## config.mk

```make
export PLATFORM = sky130hd
export DESIGN_NAME = bin_centroid
export DESIGN_NICKNAME = d
export VERILOG_FILES = /design/src/rtl/bin_centroid.sv
export SDC_FILE = /design/constraint.sdc
export NUM_CORES = 1
export LEC_CHECK = 0
export BUFFER_PORTS_ARGS = -buffer_cell sky130_fd_sc_hd__buf_2
export CORE_MARGIN = 2
export CORE_UTILIZATION = 66
export DETAILED_ROUTE_END_ITERATION = 7
export GPL_TIMING_DRIVEN = 0
export MAX_ROUTING_LAYER = met4
export PLACE_DENSITY = 0.89
export SLEW_MARGIN = 20
export SYNTH_ARGS = -nofsm -noshare
export SYNTH_HDL_FRONTEND = slang
export SYNTH_SLANG_ARGS = --single-unit
```

## constraint.sdc

```tcl
create_clock -name clk -period 7 [get_ports clk]
set_clock_uncertainty 0.05 [all_clocks]
set_input_delay 2.1 -clock clk [delete_from_list [all_inputs] [get_ports clk]]
set_output_delay 2.1 -clock clk [all_outputs]
set_load 0.05 [all_outputs]
```

## src/rtl/bin_centroid.sv

```systemverilog
// Purpose : mask-stream centroid tracker with cross-hair overlay on the re-emitted video.
// Latency : video path 1 cycle; centroid 66 cycles after frame end (1 cycle for an empty frame).
// Backpr. : none, free-running pixel stream; a new frame end aborts any division in flight.
//
// Ports:
//   clk, rst                       pixel clock, synchronous active-high reset
//   de_in, h_sync_in, v_sync_in    mask stream timing (active high)
//   pixel_in                       mask pixel, object bit is pixel_in[0]
//   pixel_out, de_out,
//   h_sync_out, v_sync_out         video delayed by one cycle, marker overlaid
//   x_c, y_c, c_valid              centroid of the last completed frame
module bin_centroid #(
    parameter int          IMG_W      = 1280,
    parameter int          IMG_H      = 720,
    parameter logic [23:0] MARKER_RGB = 24'hFF0000
) (
    input  logic                       clk,
    input  logic                       rst,
    input  logic                       de_in,
    input  logic                       h_sync_in,
    input  logic                       v_sync_in,
    input  logic [23:0]                pixel_in,
    output logic [23:0]                pixel_out,
    output logic                       de_out,
    output logic                       h_sync_out,
    output logic                       v_sync_out,
    output logic [$clog2(IMG_W)-1:0]   x_c,
    output logic [$clog2(IMG_H)-1:0]   y_c,
    output logic                       c_valid
);
    localparam int XW = $clog2(IMG_W);
    localparam int YW = $clog2(IMG_H);

    localparam logic [1:0] IDLE   = 2'd0;
    localparam logic [1:0] DIV_X  = 2'd1;
    localparam logic [1:0] DIV_Y  = 2'd2;
    localparam logic [1:0] UPDATE = 2'd3;

    // video delay line
    logic        de_q, hs_q, vs_q, mark_q;
    logic [23:0] pix_q;

    // position and moments
    logic [XW-1:0] x_cnt;
    logic [YW-1:0] y_cnt;
    logic [20:0]   m00;
    logic [31:0]   m10, m01;

    // divider
    logic [1:0]    state;
    logic [5:0]    cnt;
    logic [20:0]   div_s;      // divisor (m00 snapshot)
    logic [31:0]   m01_s;      // dividend for the y pass
    logic          zero_s;     // snapshot had no object pixels
    logic [31:0]   dq;         // dividend shifting out, quotient shifting in
    logic [20:0]   rem;
    logic [XW-1:0] qx;

    logic        vs_rise, de_fall, obj;
    logic [21:0] trial;
    logic        ge;
    logic [20:0] rem_nxt;

    assign vs_rise = v_sync_in & ~vs_q;
    assign de_fall = de_q & ~de_in;
    assign obj     = de_in & pixel_in[0];

    // One restoring step. The remainder stays below the divisor (< 2^21),
    // so the trial value needs only one extra bit.
    always_comb begin
        trial   = {rem, dq[31]};
        ge      = (trial >= {1'b0, div_s});
        rem_nxt = ge ? 21'(trial - {1'b0, div_s}) : trial[20:0];
    end

    assign de_out     = de_q;
    assign h_sync_out = hs_q;
    assign v_sync_out = vs_q;
    assign pixel_out  = (de_q && c_valid && mark_q) ? MARKER_RGB : pix_q;

    always_ff @(posedge clk) begin
        if (rst) begin
            de_q    <= 1'b0;
            hs_q    <= 1'b0;
            vs_q    <= 1'b0;
            mark_q  <= 1'b0;
            pix_q   <= '0;
            x_cnt   <= '0;
            y_cnt   <= '0;
            m00     <= '0;
            m10     <= '0;
            m01     <= '0;
            state   <= IDLE;
            cnt     <= '0;
            div_s   <= '0;
            m01_s   <= '0;
            zero_s  <= 1'b0;
            dq      <= '0;
            rem     <= '0;
            qx      <= '0;
            x_c     <= '0;
            y_c     <= '0;
            c_valid <= 1'b0;
        end else begin
            de_q   <= de_in;
            hs_q   <= h_sync_in;
            vs_q   <= v_sync_in;
            pix_q  <= pixel_in;
            mark_q <= (x_cnt == x_c) || (y_cnt == y_c);

            if (de_fall)
                x_cnt <= '0;
            else if (de_in)
                x_cnt <= x_cnt + 1'b1;

            if (vs_rise)
                y_cnt <= '0;
            else if (de_fall)
                y_cnt <= y_cnt + 1'b1;

            // A pixel arriving with the frame-end edge seeds the new frame.
            if (vs_rise) begin
                m00 <= obj ? 21'd1 : 21'd0;
                m10 <= obj ? 32'(x_cnt) : 32'd0;
                m01 <= obj ? 32'(y_cnt) : 32'd0;
            end else if (obj) begin
                m00 <= m00 + 21'd1;
                m10 <= m10 + 32'(x_cnt);
                m01 <= m01 + 32'(y_cnt);
            end

            // UPDATE reads the pre-edge operands, so it still completes even
            // if a new frame end lands in the same cycle.
            if (state == UPDATE) begin
                if (zero_s) begin
                    x_c     <= '0;
                    y_c     <= '0;
                    c_valid <= 1'b0;
                end else begin
                    x_c     <= qx;
                    y_c     <= dq[YW-1:0];
                    c_valid <= 1'b1;
                end
            end

            if (vs_rise) begin
                div_s  <= m00;
                m01_s  <= m01;
                zero_s <= (m00 == '0);
                dq     <= m10;
                rem    <= '0;
                cnt    <= '0;
                state  <= (m00 == '0) ? UPDATE : DIV_X;
            end else begin
                case (state)
                    DIV_X: begin
                        dq  <= {dq[30:0], ge};
                        rem <= rem_nxt;
                        if (cnt == 6'd31) begin
                            cnt   <= '0;
                            state <= DIV_Y;
                        end else begin
                            cnt <= cnt + 6'd1;
                        end
                    end
                    DIV_Y: begin
                        // First cycle banks the x quotient and loads the y dividend.
                        if (cnt == 6'd0) begin
                            qx  <= dq[XW-1:0];
                            dq  <= m01_s;
                            rem <= '0;
                            cnt <= 6'd1;
                        end else begin
                            dq  <= {dq[30:0], ge};
                            rem <= rem_nxt;
                            cnt <= cnt + 6'd1;
                            if (cnt == 6'd32)
                                state <= UPDATE;
                        end
                    end
                    UPDATE:  state <= IDLE;
                    default: state <= IDLE;
                endcase
            end
        end
    end
endmodule
```

Word level (Yosys, flattened, before mapping)
Cells that the tools add are included.

Output and inout bits: 49. Memories: 0. Word-level logic and storage cells: 85. Memory bits (read-only): 0. Latch bits: 0. Input bits: 29. RAM bits: 0. Register bits after elaboration: 282.

Eq/ne operators: 10. Div/mod/pow operators: 0. Bitwise gates (word level): 6. Muxes and demuxes: 28. Multiply operators: 0. $add $sub $neg: 7. $lt $le $gt $ge: 1. Shift-type cells: 0. Reduce and logical (&&, ||, !) cells: 12.

Operator list (number): 32-bit 2-to-1 mux (6); 21-bit 2-to-1 mux (4); 32-bit one-hot mux with 2 select lines (1); 21-bit one-hot mux with 2 select lines (1); 32-bit by 10-bit adder with 32-bit output (1); 32-bit by 11-bit adder with 32-bit output (1); 24-bit 2-to-1 mux (1); 22-bit by 21-bit >= comparator with 1-bit output (1); 11-bit 2-to-1 mux (2); 21-bit by 1-bit adder with 21-bit output, second input constant (1); 21-bit logical NOT (1); 21-bit subtractor (1); 10-bit 2-to-1 mux (2); 6-bit 2-to-1 mux (2); 6-bit one-hot mux with 2 select lines (1); 11-bit by 1-bit adder with 11-bit output, second input constant (1); 11-bit equality test (1); 10-bit by 1-bit adder with 10-bit output, second input constant (1); 10-bit equality test (1); 2-bit 2-to-1 mux (5); 3-bit != test, second input constant (3); 6-bit by 1-bit adder with 6-bit output, second input constant (1); 6-bit by 5-bit equality test with 1-bit output, second input constant (1); 6-bit equality test, second input constant (1); 13 further kinds (23).

Longest topological paths before layout
Gate-level depths: netlist of the first run.

Word-level depth: 5. Gate-level depth with buffers: 13. Depth with buffers taken out: 12.

Least setup slack after synthesis of the first run
No wires, ideal clock.

Path type: input-to-reg. From: input port de_in. To: register m10[20]. Buffers on the path: 3. Setup time: 0.126 ns. Arrival: 3.584 ns. Setup slack: 3.240 ns. Stages on the path: 10. Data required time: 6.824 ns. Cell sequence: buf_2 > and2_1 > buf_2 > nand3_1 > nor2_1 > and3_1 > clkbuf_1 > o21ai_1 > o211ai_1 > o31ai_1.

Cells in the longest elaborated chain, start to end: 2.

Ends and longest elaborated chain: start, declared (RTL line 19) `input logic de_in,`; 1-bit bitwise AND (RTL line 66) `assign obj = de_in & pixel_in[0];`; 2-bit nonzero test (no line); end signal, assigned (RTL line 124) `m10 <= obj ? 32'(x_cnt) : 32'd0;`; end signal, assigned (RTL line 128) `m10 <= m10 + 32'(x_cnt);`; end, declared (RTL line 47) `logic [31:0] m10, m01;`.

No other way between the ends. A chain may end at the register's enable or synchronous reset.

Final worst setup path of the first run
From: input port v_sync_in. To: register m01[8].

Cells in the longest elaborated chain, start to end: 2. Elaborated cells between the ends (all ways): 3. Classes of those cells: mux: 1; bitwise: 1; reduce/logical: 1.

Ends and longest elaborated chain: start, declared (RTL line 21) `input logic v_sync_in,`; 1-bit bitwise AND * (RTL line 64) `assign vs_rise = v_sync_in & ~vs_q;`; 32-bit 2-to-1 mux or 2-bit nonzero test (tied branches); end signal, assigned (RTL line 125) `m01 <= obj ? 32'(y_cnt) : 32'd0;`; end signal, assigned (RTL line 129) `m01 <= m01 + 32'(y_cnt);`; end, declared (RTL line 47).

Mark *: on every way between the ends. The rest lies on a longest branch, timed or not.

==> results of run 1 <==
critical path, cell delays in order:
cell and delay (ps):
buf_2 90, nor2b_1 460, clkbuf_1 690, nor2_1 310, clkbuf_1 400, a22oi_1 310, a21oi_1 100
metrics by stage:
| step | util [%] | setup slack (ps) | instance area [um2] | hold WS [ps] | std cells |
|---|---|---|---|---|---|
| 3_3_place_gp | 70.65 | 2656 | 14300 | 392.6 | 2036 |
| 2_1_floorplan | - | 3240 | 13580 | 386.0 | 1690 |
| 5_1_grt | 75.58 | 2880 | 15290 | 425.2 | 2088 |
| 6_report | 75.58 | 2849 | 15290 | 404.4 | 2088 |
| 3_5_place_dp | 70.65 | 2580 | 14300 | 398.0 | 2036 |
| 4_1_cts | 75.53 | 2949 | 15280 | 406.5 | 2088 |
per-layer routing:
metal / track usage (%) / up-vias
li1: - / 6008
met1: 42.81 / 5888
met2: 55.05 / 663
met3: 6.698 / 126
met4: 12.45 / 0
met5: - / -
cells in the mapped netlist (22+ instances only):
cell type | instances | area (um2)
nand2_1 | 287 | 1077
dfxtp_1 | 282 | 5645
nor2_1 | 224 | 840.8
a21oi_1 | 167 | 835.8
xor2_1 | 84 | 735.7
clkbuf_1 | 78 | 292.8
ha_1 | 51 | 638.1
inv_1 | 43 | 161.4
a22oi_1 | 38 | 285.3
nor2b_1 | 37 | 231.5
o21ai_0 | 37 | 185.2
xnor2_1 | 35 | 306.5
a311oi_1 | 32 | 280.3
nand3_1 | 29 | 145.1
and2_1 | 25 | 156.4
and3_1 | 22 | 137.6
nor3_1 | 22 | 110.1
area by class of cell:
cell class / count / area, um2 / share of cell area [%]
multi-input combinational: 1273 / 7420 / 48.52
sequential: 282 / 5645 / 36.91
clock buffer: 37 / 775.7 / 5.072
timing repair buffer: 76 / 380.4 / 2.487
buffer: 92 / 361.6 / 2.364
tap: 270 / 337.8 / 2.209
clock inverter: 15 / 211.5 / 1.383
inverter: 43 / 161.4 / 1.055
state kept, by name, summed over array words and instances (netlist names), 10 cells and up:
register and count:
y_c 10, y_cnt 10, x_cnt 11, m10 32, div_s 21, dq 32
qx 11, x_c 11, pix_q 24, m01_s 32, m00 21, m01 32
rem 21
how the worst max path moves through the flow:
stage | to | depth (start not counted)
2_1_floorplan | m10[20] | 10
3_3_place_gp | dq[30] | 7
3_5_place_dp | dq[30] | 7
4_1_cts | pixel_out[5] | 4
5_1_grt | pixel_out[1] | 4
6_report | m01[8] | 7
power by group through the flow:
stage               Sequential, uW  Combinational [uW]  Clock [uW]
floorplan                     1710                 482           0
global placement              1710                 644           0
detailed placement            1710                 656           0
CTS                           1680                 663        1610
global route                  1680                 734        1680
finish                        1680                 677        1610
kinds of logic (layout without fill, tap and decap cells):
kind of cell             count (synthesis)  in the layout  share of synthesized area, %
AO/OA/AOI/OAI                          369            369                         17.24
XOR/XNOR                               119            119                         7.676
adder cells (fa/ha/maj)                 54             54                         5.142
buffers and inverters                  135            263                         3.852
flip-flops                             282            282                         41.58
multiplexers                             8              8                        0.5898
AND/OR/NAND/NOR                        723            723                         23.92
==> impl_metrics.toml, run 1 <==
[pwr]
p_clk_share_pct = 40.6
power_uw = 3966
switchingPower_uw = 1155
max-vdd-ir-drop_uv = 197.8
leakage_uw = 0.005890
power_density_mw_per_mm2 = 259.3
p_int_uw = 2812
sw_frac_of_total_pct = 29.11
comb_power_share_pct = 17.1
seqPwrFrac_pct = 42.3

[timing]
slew_viol_final = 0
post-route-min-period_ps = 4151
fmax_mhz = 240.9
slew_headroom_pct = 36.38
period_share_pct = 59.31
worst_slew_pin_slew_ps = 954.2
fin_tns_setup_ps = 0
rsz0062_at_grt = "no"
setup_viol = 0
finalHoldViolations = 0

[clock_network]
clkTransAtPathRegs_ps = 60
cts_buffer_depth = 3
cts_tree = "yes"
ctsHoldBuffers = 0
cts_resized = 0
cts_buffers = 29
post_cts_buffers = 0
clk_latency_ps = 550
h-tree-depth = 1
cts-root-buf = "clkbuf_16"
clock-sinks = 282

[floorplan]
initial_utilization_pct = 67.10
fp.dieH_um = 147.4
placementRows = 52
io_pins = 78
die_w_um = 147.4
die_area_mm2 = 0.02174
fp.coreArea_mm2 = 0.02023

[placed_design]
io_buffer_count = 76
gp_congestion = 0.9250
dpl.hpwl_mm = 25.86

[cells_and_area]
drive_gt1_share_pct = 8.196
fillers = 1441
syn_to_final_growth_pct = 12.63
layout_commonest_cell = "nand2_1"
antenna_cells = 0
layout_common_cells = "nand2_1 (287), dfxtp_1 (282), nor2_1 (224)"
num-nets-final = 1880

[critical_path]
start_kind = "primary input"
reg2reg_slack_ps = 3740
startpoint = "v_sync_in"
cp-end-kind = "register"
critPathMaxFanout = 10
arrival_ps = 4490
required_ps = 7340
worstSetupPathType = "in2reg"
r2r_end = "m10[20]"
reg2regPathDepth = 11
reg2reg_from = "x_cnt[0]"

[route]
initialDrtViolationCount = 1306
wl_met3_mm = 3.409
top_layer = "met4"
routed_via_density = 6.075
wire_per_inst_um = 17.55
met2_length_mm = 16.94
drc = 0
antenna_left = 0
wl_met1_mm = 15.00
drt_wl_total_mm = 36.65
vias = 12690
drt-pass1-iter-count = 6

[yosys]
synth_ff_type = "dfxtp_1"
synth_cells = 1690
syn-cell-area_mm2 = 0.01358
synth_edf_count = 0
yosys.cell_types.count = 72
ys_ff_latch = 282
syn-num-nets = 1773
ys_async_sr_fraction_pct = 0
yosysWarningCount = 0
seq_area_frac_synth_pct = 41.58
avgSynthCellArea_um2 = 8.034

[global_routing]
grt_pass1_vias = 11940
grt_max_degree = 17
antenna_found_initial = 0
grt_overflow = 0
grt_pass1_wl_mm = 58.91
grt.total_usage_pct = 34.09

[job]
drv_cap = 0

[outcome]
outcome = "finished, final reports clean"

[min_path]
worstHoldEndpoint = "div_s[7]"
hold_path.class = "reg2reg"
worstHoldPathCells = 2
min_from = "div_s[7]"
Note: power is estimated with default switching activity, not from simulation.
==> inputs of run 2 (changes only) <==
Settings changed: CORE_UTILIZATION 66 to 61, PLACE_DENSITY 0.89 to 0.84.
Clock period 7 ns to 4 ns, I/O delays scaled along.
==> impl_metrics.toml, run 2 (synthesis results as in run 1) <==
[outcome]
outcome = "finished, final reports clean"

[cells_and_area]
fin_area_mm2 = 0.01534
num-nets-final = 1880
antenna_cells = 0
syn_to_final_growth_pct = 13.01
layout_commonest_cell = "nand2_1"
utilization_pct = 70.31
drive_gt1_share_pct = 8.466
layout_common_cells = "nand2_1 (287), dfxtp_1 (282), nor2_1 (224)"

[global_routing]
grt_overflow = 0
grt_max_degree = 15
antenna_found_initial = 0
grt_pass1_vias = 11920
grt.total_usage_pct = 30.77
grt_pass1_wl_mm = 58.53

[route]
drt-pass1-iter-count = 8
routed_via_density = 5.922
antenna_left = 0
drc = 0
drt_wl_total_mm = 36.23
vias = 12430
wire_per_inst_um = 17.26
initialDrtViolationCount = 1226

[critical_path]
arrival_ps = 3670
crit_chain = "ha_1 -> inv_1 -> fa_1 -> nor2b_1 -> o21ai_0 -> a21boi_1 -> o2111ai_1 -> a21boi_2 -> o21ai_1 -> o211ai_1 -> o31ai_1"
reg2reg_from = "x_cnt[0]"
cp-end-kind = "register"
required_ps = 4380
r2r_end = "m10[20]"
reg2regPathDepth = 11
slowest_delay_ps = 570
start_kind = "register"
critPathMaxFanout = 10
reg2reg_slack_ps = 720
cp_slowest_cell = "a21boi_2"
cp-endpoint = "m10[20]"
worstSetupPathType = "reg2reg"
startpoint = "x_cnt[0]"

[placed_design]
placed_cell_area_mm2 = 0.01431
gp_congestion = 0.9593
dpl.hpwl_mm = 25.93
io_buffer_count = 76

[timing]
whs_ps = 403.8
fmax_mhz = 304.6
worst_slew_pin_slew_ps = 975.9
post-route-min-period_ps = 3283
setup_viol = 0
slew_viol_final = 0
period_share_pct = 82.09
finalHoldViolations = 0
rsz0062_at_grt = "no"
slew_headroom_pct = 34.94
fin_tns_setup_ps = 0

[pwr]
sw_frac_of_total_pct = 28.34
power_uw = 6988
seqPwrFrac_pct = 42.0
leakage_uw = 0.005924
p_clk_share_pct = 41.2
max-vdd-ir-drop_uv = 298.7
p_int_uw = 5007
power_density_mw_per_mm2 = 455.4
comb_power_share_pct = 16.8
switchingPower_uw = 1981

[floorplan]
initial_utilization_pct = 62.22
placementRows = 54
die_w_um = 153.2
die_area_mm2 = 0.02347
io_pins = 78
fp.dieH_um = 153.2
fp.coreArea_mm2 = 0.02182

[clock_network]
cts_buffers = 29
ctsHoldBuffers = 0
clk_latency_ps = 560
h-tree-depth = 1
post_cts_buffers = 0
clock-sinks = 282
cts-root-buf = "clkbuf_16"
clkTransAtPathRegs_ps = 60
cts_buffer_depth = 3
cts_resized = 0
cts_tree = "yes"

[job]
drv_cap = 0

[min_path]
hold_path.class = "reg2reg"
[run 2: cell count changes in the layout (fill, tap and decap cells not counted)]
cell and change:
clkinv_2 +5, inv_8 -1, clkinv_4 -2, clkbuf_8 +6
inv_6 -2, clkbuf_1 -4, clkinvlp_4 -1
[run 2: critical path, delay by kind of cell, from the launching register on]
| family | cells | cell delay (ps) |
|---|---|---|
| buffers and inverters | 1 | 60 |
| DFF | 1 | 530 |
| AOI/OAI and AO/OA | 7 | 1720 |
| adders and majority gates | 2 | 640 |
| and+or+nand+nor | 1 | 130 |
[run 2: worst min-delay path by stage]
stage | startpoint | end | slack (ps) | cells after the start
after global routing | div_s[9] | div_s[9] | 420 | 2
after floorplan | qx[0] | qx[0] | 390 | 2
after CTS | m01_s[25] | m01_s[25] | 410 | 2
final | div_s[16] | div_s[16] | 400 | 2
after global placement | m01_s[3] | m01_s[3] | 390 | 2
after detailed placement | m01_s[25] | m01_s[25] | 400 | 2
[run 2: area by class of cell]
type	instances	area (um2)
multi-input cells	1273	7420
fillers	1709	6479
flip-flops and latches	282	5645
clock buffers	39	843.3
repair buffers	76	380.4
plain buffers	92	361.6
well taps	280	350.3
clock inverters	14	182.7
inverters	43	161.4
[run 2: power by group through the flow]
stage	clock (uW)	combinational, uW	sequential [uW]
final	2880	1170	2940
after detailed placement	0	1150	3000
after CTS	2890	1160	2930
after global routing	3000	1270	2940
after global placement	0	1120	2990
after floorplan	0	844	2980
[run 2: metrics by stage]
stage | setup slack (ps) | cells
floorplan | 1140 | 1690
detailed placement | 440.6 | 2046
finish | 716.5 | 2099
global route | 550.0 | 2099
CTS | 822.1 | 2099
global placement | 497.9 | 2046
[run 2: metal layers]
| metal | up-vias | wire, um | track usage, % |
|---|---|---|---|
| met4 | 0 | 1083 | 10.19 |
| li1 | 5983 | - | - |
| met2 | 511 | 16710 | 49.04 |
| met1 | 5846 | 15250 | 39.44 |
| met3 | 91 | 3190 | 6.011 |
| met5 | - | 0 | - |
